<file path="src/rtl/fetch_queue.sv">
// Instruction fetch queue: issues PC requests to instruction memory under a credit
// scheme, buffers in-order responses and hands {pc, instr} pairs to decode.
module fetch_queue #(
  parameter int DEPTH  = 2,
  parameter int ADDR_W = 32,
  parameter int DATA_W = 32
) (
  input  logic              clk,
  input  logic              reset,
  input  logic [ADDR_W-1:0] pc_in,
  input  logic              pc_valid,
  output logic              pc_ready,
  output logic              imem_req,
  output logic [ADDR_W-1:0] imem_addr,
  input  logic              imem_gnt,
  input  logic              imem_rvalid,
  input  logic [DATA_W-1:0] imem_rdata,
  input  logic              flush,
  output logic              id_valid,
  output logic [ADDR_W-1:0] id_pc,
  output logic [DATA_W-1:0] id_instr,
  input  logic              id_ready,
  output logic              resp_err
);

  localparam int PW = $clog2(DEPTH);
  localparam int CW = $clog2(DEPTH + 1);
  localparam logic [CW:0] DEPTH_C = (CW + 1)'(DEPTH);

  logic [ADDR_W-1:0] pc_q    [DEPTH];
  logic [ADDR_W-1:0] pc_d    [DEPTH];
  logic [DATA_W-1:0] instr_q [DEPTH];
  logic [DATA_W-1:0] instr_d [DEPTH];
  logic [DEPTH-1:0]  filled_q, filled_d;
  logic [PW-1:0]     alloc_ptr_q, alloc_ptr_d;
  logic [PW-1:0]     fill_ptr_q, fill_ptr_d;
  logic [PW-1:0]     rd_ptr_q, rd_ptr_d;
  logic [CW-1:0]     used_q, used_d;
  logic [CW-1:0]     pend_q, pend_d;
  logic [CW-1:0]     drop_cnt_q, drop_cnt_d;
  logic              resp_err_q, resp_err_d;
  logic              credit_s, grant_s, pop_s, fill_s;

  // Credit counts responses still owed to flushed fetches, so they can never overrun the queue.
  assign credit_s  = ({1'b0, used_q} + {1'b0, drop_cnt_q}) < DEPTH_C;
  assign imem_req  = pc_valid & credit_s & ~flush;
  assign imem_addr = pc_in;
  assign grant_s   = imem_req & imem_gnt;
  assign pc_ready  = grant_s;
  assign id_valid  = filled_q[rd_ptr_q] & ~flush;
  assign pop_s     = id_valid & id_ready;
  assign id_pc     = pc_q[rd_ptr_q];
  assign id_instr  = instr_q[rd_ptr_q];
  assign resp_err  = resp_err_q;

  // Next-state: flush, response routing, pop, allocation and fill.
  always_comb begin
    pc_d        = pc_q;
    instr_d     = instr_q;
    filled_d    = filled_q;
    alloc_ptr_d = alloc_ptr_q;
    fill_ptr_d  = fill_ptr_q;
    rd_ptr_d    = rd_ptr_q;
    used_d      = used_q;
    pend_d      = pend_q;
    drop_cnt_d  = drop_cnt_q;
    resp_err_d  = resp_err_q;
    fill_s      = 1'b0;
    if (flush) begin
      filled_d    = '0;
      alloc_ptr_d = '0;
      fill_ptr_d  = '0;
      rd_ptr_d    = '0;
      used_d      = '0;
      pend_d      = '0;
      if (imem_rvalid) begin
        if ((drop_cnt_q == '0) && (pend_q == '0)) begin
          resp_err_d = 1'b1;
        end else begin
          drop_cnt_d = drop_cnt_q + pend_q - CW'(1);
        end
      end else begin
        drop_cnt_d = drop_cnt_q + pend_q;
      end
    end else begin
      if (imem_rvalid) begin
        if (drop_cnt_q != '0) begin
          drop_cnt_d = drop_cnt_q - CW'(1);
        end else if (pend_q != '0) begin
          fill_s = 1'b1;
        end else begin
          resp_err_d = 1'b1;
        end
      end else begin
        drop_cnt_d = drop_cnt_q;
      end
      if (pop_s) begin
        filled_d[rd_ptr_q] = 1'b0;
        pc_d[rd_ptr_q]     = '0;
        instr_d[rd_ptr_q]  = '0;
        rd_ptr_d           = rd_ptr_q + PW'(1);
      end else begin
        rd_ptr_d = rd_ptr_q;
      end
      if (grant_s) begin
        pc_d[alloc_ptr_q]     = pc_in;
        filled_d[alloc_ptr_q] = 1'b0;
        alloc_ptr_d           = alloc_ptr_q + PW'(1);
      end else begin
        alloc_ptr_d = alloc_ptr_q;
      end
      if (fill_s) begin
        instr_d[fill_ptr_q]  = imem_rdata;
        filled_d[fill_ptr_q] = 1'b1;
        fill_ptr_d           = fill_ptr_q + PW'(1);
      end else begin
        fill_ptr_d = fill_ptr_q;
      end
      used_d = used_q + CW'(grant_s) - CW'(pop_s);
      pend_d = pend_q + CW'(grant_s) - CW'(fill_s);
    end
  end

  // State registers with asynchronous clear.
  always_ff @(posedge clk or posedge reset) begin
    if (reset) begin
      for (int i = 0; i < DEPTH; i++) begin
        pc_q[i]    <= '0;
        instr_q[i] <= '0;
      end
      filled_q    <= '0;
      alloc_ptr_q <= '0;
      fill_ptr_q  <= '0;
      rd_ptr_q    <= '0;
      used_q      <= '0;
      pend_q      <= '0;
      drop_cnt_q  <= '0;
      resp_err_q  <= 1'b0;
    end else begin
      pc_q        <= pc_d;
      instr_q     <= instr_d;
      filled_q    <= filled_d;
      alloc_ptr_q <= alloc_ptr_d;
      fill_ptr_q  <= fill_ptr_d;
      rd_ptr_q    <= rd_ptr_d;
      used_q      <= used_d;
      pend_q      <= pend_d;
      drop_cnt_q  <= drop_cnt_d;
      resp_err_q  <= resp_err_d;
    end
  end

endmodule

</file>
<file path="config.mk">
export PLATFORM = sky130hd
export DESIGN_NAME = fetch_queue
export DESIGN_NICKNAME = d
export VERILOG_FILES = /design/src/rtl/fetch_queue.sv
export SDC_FILE = /design/constraint.sdc
export NUM_CORES = 1
export LEC_CHECK = 0
export ABC_CLOCK_PERIOD_IN_PS = 7900
export CAP_MARGIN = 10
export CORE_UTILIZATION = 55
export CTS_BUF_LIST = sky130_fd_sc_hd__clkbuf_8
export DETAILED_ROUTE_END_ITERATION = 16
export GPL_ROUTABILITY_DRIVEN = 0
export PLACE_DENSITY = 0.95
export SLEW_MARGIN = 20
export SYNTH_ARGS = -nofsm -noshare
export SYNTH_HDL_FRONTEND = slang
export SYNTH_SLANG_ARGS = --single-unit
</file>
<file path="constraint.sdc">
create_clock -name clk -period 7.9 [get_ports clk]
set_clock_uncertainty 0.05 [all_clocks]
set_input_delay 2.37 -clock clk [delete_from_list [all_inputs] [get_ports clk]]
set_output_delay 2.37 -clock clk [all_outputs]
set_load 0.005 [all_outputs]
</file>
* Yosys cells after proc, flatten, opt, wreduce, memory -nomap -nowiden
Cells that the tools add are included.
Widths: inputs -> output; s select.
** Cells by class
- Bitwise logic cells :: 17
- Muxes and demuxes :: 57
- Add/subtract/negate cells :: 11
- Equality and inequality tests :: 4
- Reductions and logical operators :: 18
- $lt $le $gt $ge :: 13
** Operators by type and width (count)
- $mux 64 :: 6
- $mux 32 :: 9
- $and 64x64->64 :: 2
- $bwmux 64 :: 2
- $demux 32 s1 :: 3
- $not 64->64 :: 1
- $mux 2 :: 13
- $mux 1 :: 21
- $reduce_bool 2->1 :: 7
- $logic_and 1x1->1 :: 7
- $ge 2x2->1 const B :: 3
- $lt 1x2->1 const B :: 3
- $lt 2x1->1 const B :: 3
- $not 1->2 :: 3
- $and 1x1->1 :: 5
- $add 2x1->2 :: 2
- $and 2x2->2 :: 2
- $logic_not 2->1 :: 2
- $ne 2x2->1 const B :: 2
- $not 2->2 :: 2
- $reduce_and 4->1 :: 1
- $sub 2x1->2 :: 2
- $sub 2x1->2 const B :: 2
- $add 1x1->1 const B :: 3
- 10 further kinds :: 14
** Word-level totals
- Input bits :: 71
- Logic and storage cells :: 132
- Bits in registers :: 140
- Output and inout port bits :: 100

* Logic depth before layout (Yosys ltp)
- Depth after elaboration :: 14
- Gate-level depth with buffers :: 10

* Least setup slack after synthesis
Ideal clock, no wire load.
- Path type :: input to output
- Start point :: in flush
- End point :: out pc_ready
- Stages on the path :: 4
- Slack :: 2.434 ns
- Arrival :: 3.046 ns
- Path buffers :: 1
- Cells stage by stage :: buf_6 > nor4b_4 > nand2_1 > inv_1
** On the way
- Longest elaborated chain between the ends :: 3
** RTL lines
- start: declaration :: RTL line 18 : input logic flush,
- $not 1->1 :: RTL line 46 : assign imem_req = pc_valid & credit_s & ~flush;
- $and 1x1->1 :: RTL line 46
- via imem_req :: RTL line 13 : output logic imem_req,
- $and 1x1->1 :: RTL line 48 : assign grant_s = imem_req & imem_gnt;
- end: declaration :: RTL line 12 : output logic pc_ready,
The timed path passes the listed nets, and every way through them passes these cells.

* Worst setup path after layout
- Start point :: in pc_valid
- End point :: out pc_ready
** On the way
- Longest elaborated chain between the ends :: 3
** RTL lines
- start: declaration :: RTL line 11 : input logic pc_valid,
- $and 1x1->1 (2 in series) :: RTL line 46
- $and 1x1->1 :: RTL line 48
Every way passes these cells.

==> impl_summary.log <==
[metrics] via-per-instance ratio: 5.90
[metrics] layout filler cell count: 810
[metrics] horizontal extent of the die: 113 um
[metrics] path category of the worst min-delay check: flop to flop
[metrics] result of the run: completed
[metrics] sequential cell area: 3500 sq um
[metrics] Initial DRT Pass Iterations: 5
[metrics] count of vias placed by the detailed router: 5,067
[metrics] register bit count reported by yosys: 140
[metrics] final setup violation count: 0
[metrics] static power due to leakage: 3.82 nW
[metrics] part of the Yosys area used for sequential elements: 51.7%
[metrics] clock-pin slew reported for the worst setup and hold paths after clock tree synthesis: 0.07 ns
[metrics] most instantiated cells after synthesis: dfrtp_1 (140), mux2_2 (65), a22o_1 (64)
[metrics] count of routing violations after the opening detailed-route iteration: 314
[metrics] overall global routing resource usage: 26.8%
[metrics] total congestion overflow after global routing: 0
[metrics] highest achievable clock rate: 158 MHz
[metrics] mean cell area of the mapped netlist: 11.7 sq um
[metrics] Hold Buf Count CTS: 0
[metrics] count of flip-flops with a built-in enable after synthesis: 0
[metrics] cell area after technology mapping: 6780 sq um
[metrics] clock tree from TritonCTS: yes
[metrics] P per Cell Area: 301 nW/um^2
[metrics] type of origin of the critical path: input port
[metrics] number of slew-limit violations in the final report: 0
[metrics] register-to-register setup slack: 4.76 ns
[metrics] utilization of the core after routing: 71.8%
[metrics] pin slew with the least headroom to its limit: 1.06 ns
[metrics] primary flip-flop cell chosen by synthesis mapping: dfrtp_1
[metrics] Yosys warning count: 0
[metrics] switching power: 0.000744 W
[metrics] Arrival @ worst endpoint: 3.90 ns
[metrics] area used by multi-input combinational logic: 2730 sq um
[metrics] Max Cap Viol: 0
[metrics] vias in the first global route: 5,380
[metrics] I/O pin cnt: 171
[metrics] DRC: 0
[metrics] Synth async-reset ratio: 100%
[metrics] area of the die: 12,800 sq um
[metrics] top cell type by total area after synthesis: dfrtp_1
[metrics] Net Count, Synth: 655
[metrics] post-route clock period utilization: 80.0%
[metrics] initial antenna violation count: 0
[metrics] layout-stage area growth over the synthesis result: 27.3%
[metrics] diode insertion count for antenna repair: 0
[metrics] clock buffer count from CTS: 17
[metrics] end point of the critical path: pc_ready
[metrics] CTS Root Buffer Type: clkbuf_8
[metrics] Synth area leaders: dfrtp_1 (52%), mux2_2 (11%), a22o_1 (8.3%)
[metrics] minimum clock period after layout: 6.32 ns
[metrics] count of clock tree sinks: 140
[metrics] number of setup buffers added after CTS: 0
[metrics] CTS max path bufs: 2
[metrics] Detailed Route WL: 16,300 um
[metrics] gate count after technology mapping: 577
[metrics] fraction of layout cells with a size suffix above 1: 16.4%
[metrics] category of the critical setup timing path: input port to primary output
[metrics] sum of net half-perimeters after detailed placement: 10,500 um
[metrics] number of cells traversed by the worst register-to-register path: 10
[metrics] part of the total power dissipated in the clock network: 23.3%
[metrics] setup total negative slack: 0 ns
[metrics] starting utilization of the core area: 56.4%
[metrics] final routed wire length divided by cell count: 19.0 um
[metrics] post-CTS sizing: 0
[metrics] launching element of the worst setup path: pc_valid
[metrics] Worst R2R Start: rd_ptr_q
[metrics] post-layout power: 0.00260 W
[metrics] y dimension of the die: 113 um
[metrics] sequential fraction of design power: 41.1%
[metrics] worst slew margin relative to its limit: 29.4%
[metrics] data required time at the worst endpoint: 5.48 ns
[metrics] area fraction of the dominant cell type after synthesis: 51.7%
[metrics] Reg2Reg Capture Point: used_q[1]
[metrics] number of distinct standard cells referenced by the synthesized netlist: 36
[metrics] area inside the core boundary: 12,000 sq um
[metrics] largest net degree at the start of global routing: 73
[metrics] wire length of the first global-routing pass: 26,400 um
[metrics] clock insertion delay at the later pin of the skew report: 0.45 ns
[metrics] RSZ-0062 raised after global routing: no
[metrics] DRT antenna net count: 0
[metrics] Final nets: 777
[metrics] final hold violation count: 0
[metrics] Sw Ratio: 28.7%
[metrics] Power Internal: 0.00185 W
[metrics] htree depth: 4
[metrics] CP max FO: 4
[metrics] share of power burned in combinational logic: 35.7%
[metrics] Port Buffers: 170
[metrics] library cell with the highest instance count after synthesis: dfrtp_1
[metrics] FP Rows: 40
[metrics] endpoint class of the critical path: primary output
[metrics] Worst VDD drop: 172 uV
cell type report:
class | instances | share of cell area, %
tap | 147 | 2.13
inverter | 8 | 0.406
timing repair buffer | 178 | 20.4
clock inverter | 14 | 1.97
multi-input combinational | 354 | 31.6
clock buffer | 18 | 2.87
sequential | 140 | 40.6
registers in the layout, indices dropped and copies added, names as in the netlist:
signal,count
pc_q,64
fill_ptr_q,1
pend_q,2
drop_cnt_q,2
alloc_ptr_q,1
rd_ptr_q,1
instr_q,64
resp_err,1
filled_q,2
used_q,2
cell usage in the layout, fill, tap and decap left out, drive strengths merged:
cell,n
o32a,1
nor4b,1
clkinvlp,7
o221ai,1
dfrtp,140
o211a,1
nand2,40
nand3,36
a22oi,1
clkinv,3
a22o,64
mux2,65
nand2b,36
nor2,8
fa,1
o31ai,1
clkbuf,18
o21ai,32
bufinv,3
nand3b,3
nor3,2
and2,1
xor2,3
or2,1
inv,9
ha,6
mux2i,33
buf,9
nor2b,5
xnor2,3
a21oi,5
a21o,2
clkdlybuf4s50,169
and3,2
kinds of logic after synthesis:
family | synth area share, %
flip-flops | 51.7
adder cells (fa/ha/maj) | 1.40
AO/OA/AOI/OAI | 11.9
XOR/XNOR | 0.776
buffers and inverters | 8.20
AND/OR/NAND/NOR | 10.4
multiplexers | 15.7
worst max-delay path, cell delays in order:
cell	delay, ns
clkdlybuf4s50_1	0.46
nor4b_4	0.28
nand2_1	0.13
inv_1	0.13
clkdlybuf4s50_1	0.52
layer usage:
layer,track usage (%),part of all wire (%),up-vias
met2,46.7,51,178
met5,0,0,-
met3,6.53,4.6,42
met4,11.1,2.8,0
li1,-,-,2263
met1,31.7,41,2584
stage by stage:
step / setup WS (ns) / std cells / hold WS [ns] / instance area [sq um]
floorplan: 1.73 / 577 / 0.410 / 6780
detailed placement: 1.57 / 827 / 0.408 / 8200
CTS: 1.56 / 859 / 0.437 / 8620
global placement: 1.59 / 827 / 0.413 / 8200
global route: 1.50 / 859 / 0.452 / 8620
finish: 1.58 / 859 / 0.435 / 8620
power by group through the flow:
stage	combinational [W]	clock, W	sequential (W)
finish	0.000925	0.000604	0.00107
global route	0.00100	0.000645	0.00109
CTS	0.000934	0.000607	0.00106
detailed placement	0.000926	0	0.00107
global placement	0.000889	0	0.00105
floorplan	0.000476	0	0.00103
worst min-delay path by stage:
stage	depth (start not counted)	endpoint	slack (ns)	from
after detailed placement	1	resp_err	0.41	resp_err
after floorplan	1	instr_q[0]	0.41	instr_q[0]
after global routing	1	resp_err	0.45	resp_err
after CTS	1	resp_err	0.44	resp_err
final	1	resp_err	0.44	resp_err
after global placement	1	resp_err	0.41	resp_err
No activity file was read; power rests on OpenSTA's default activity.
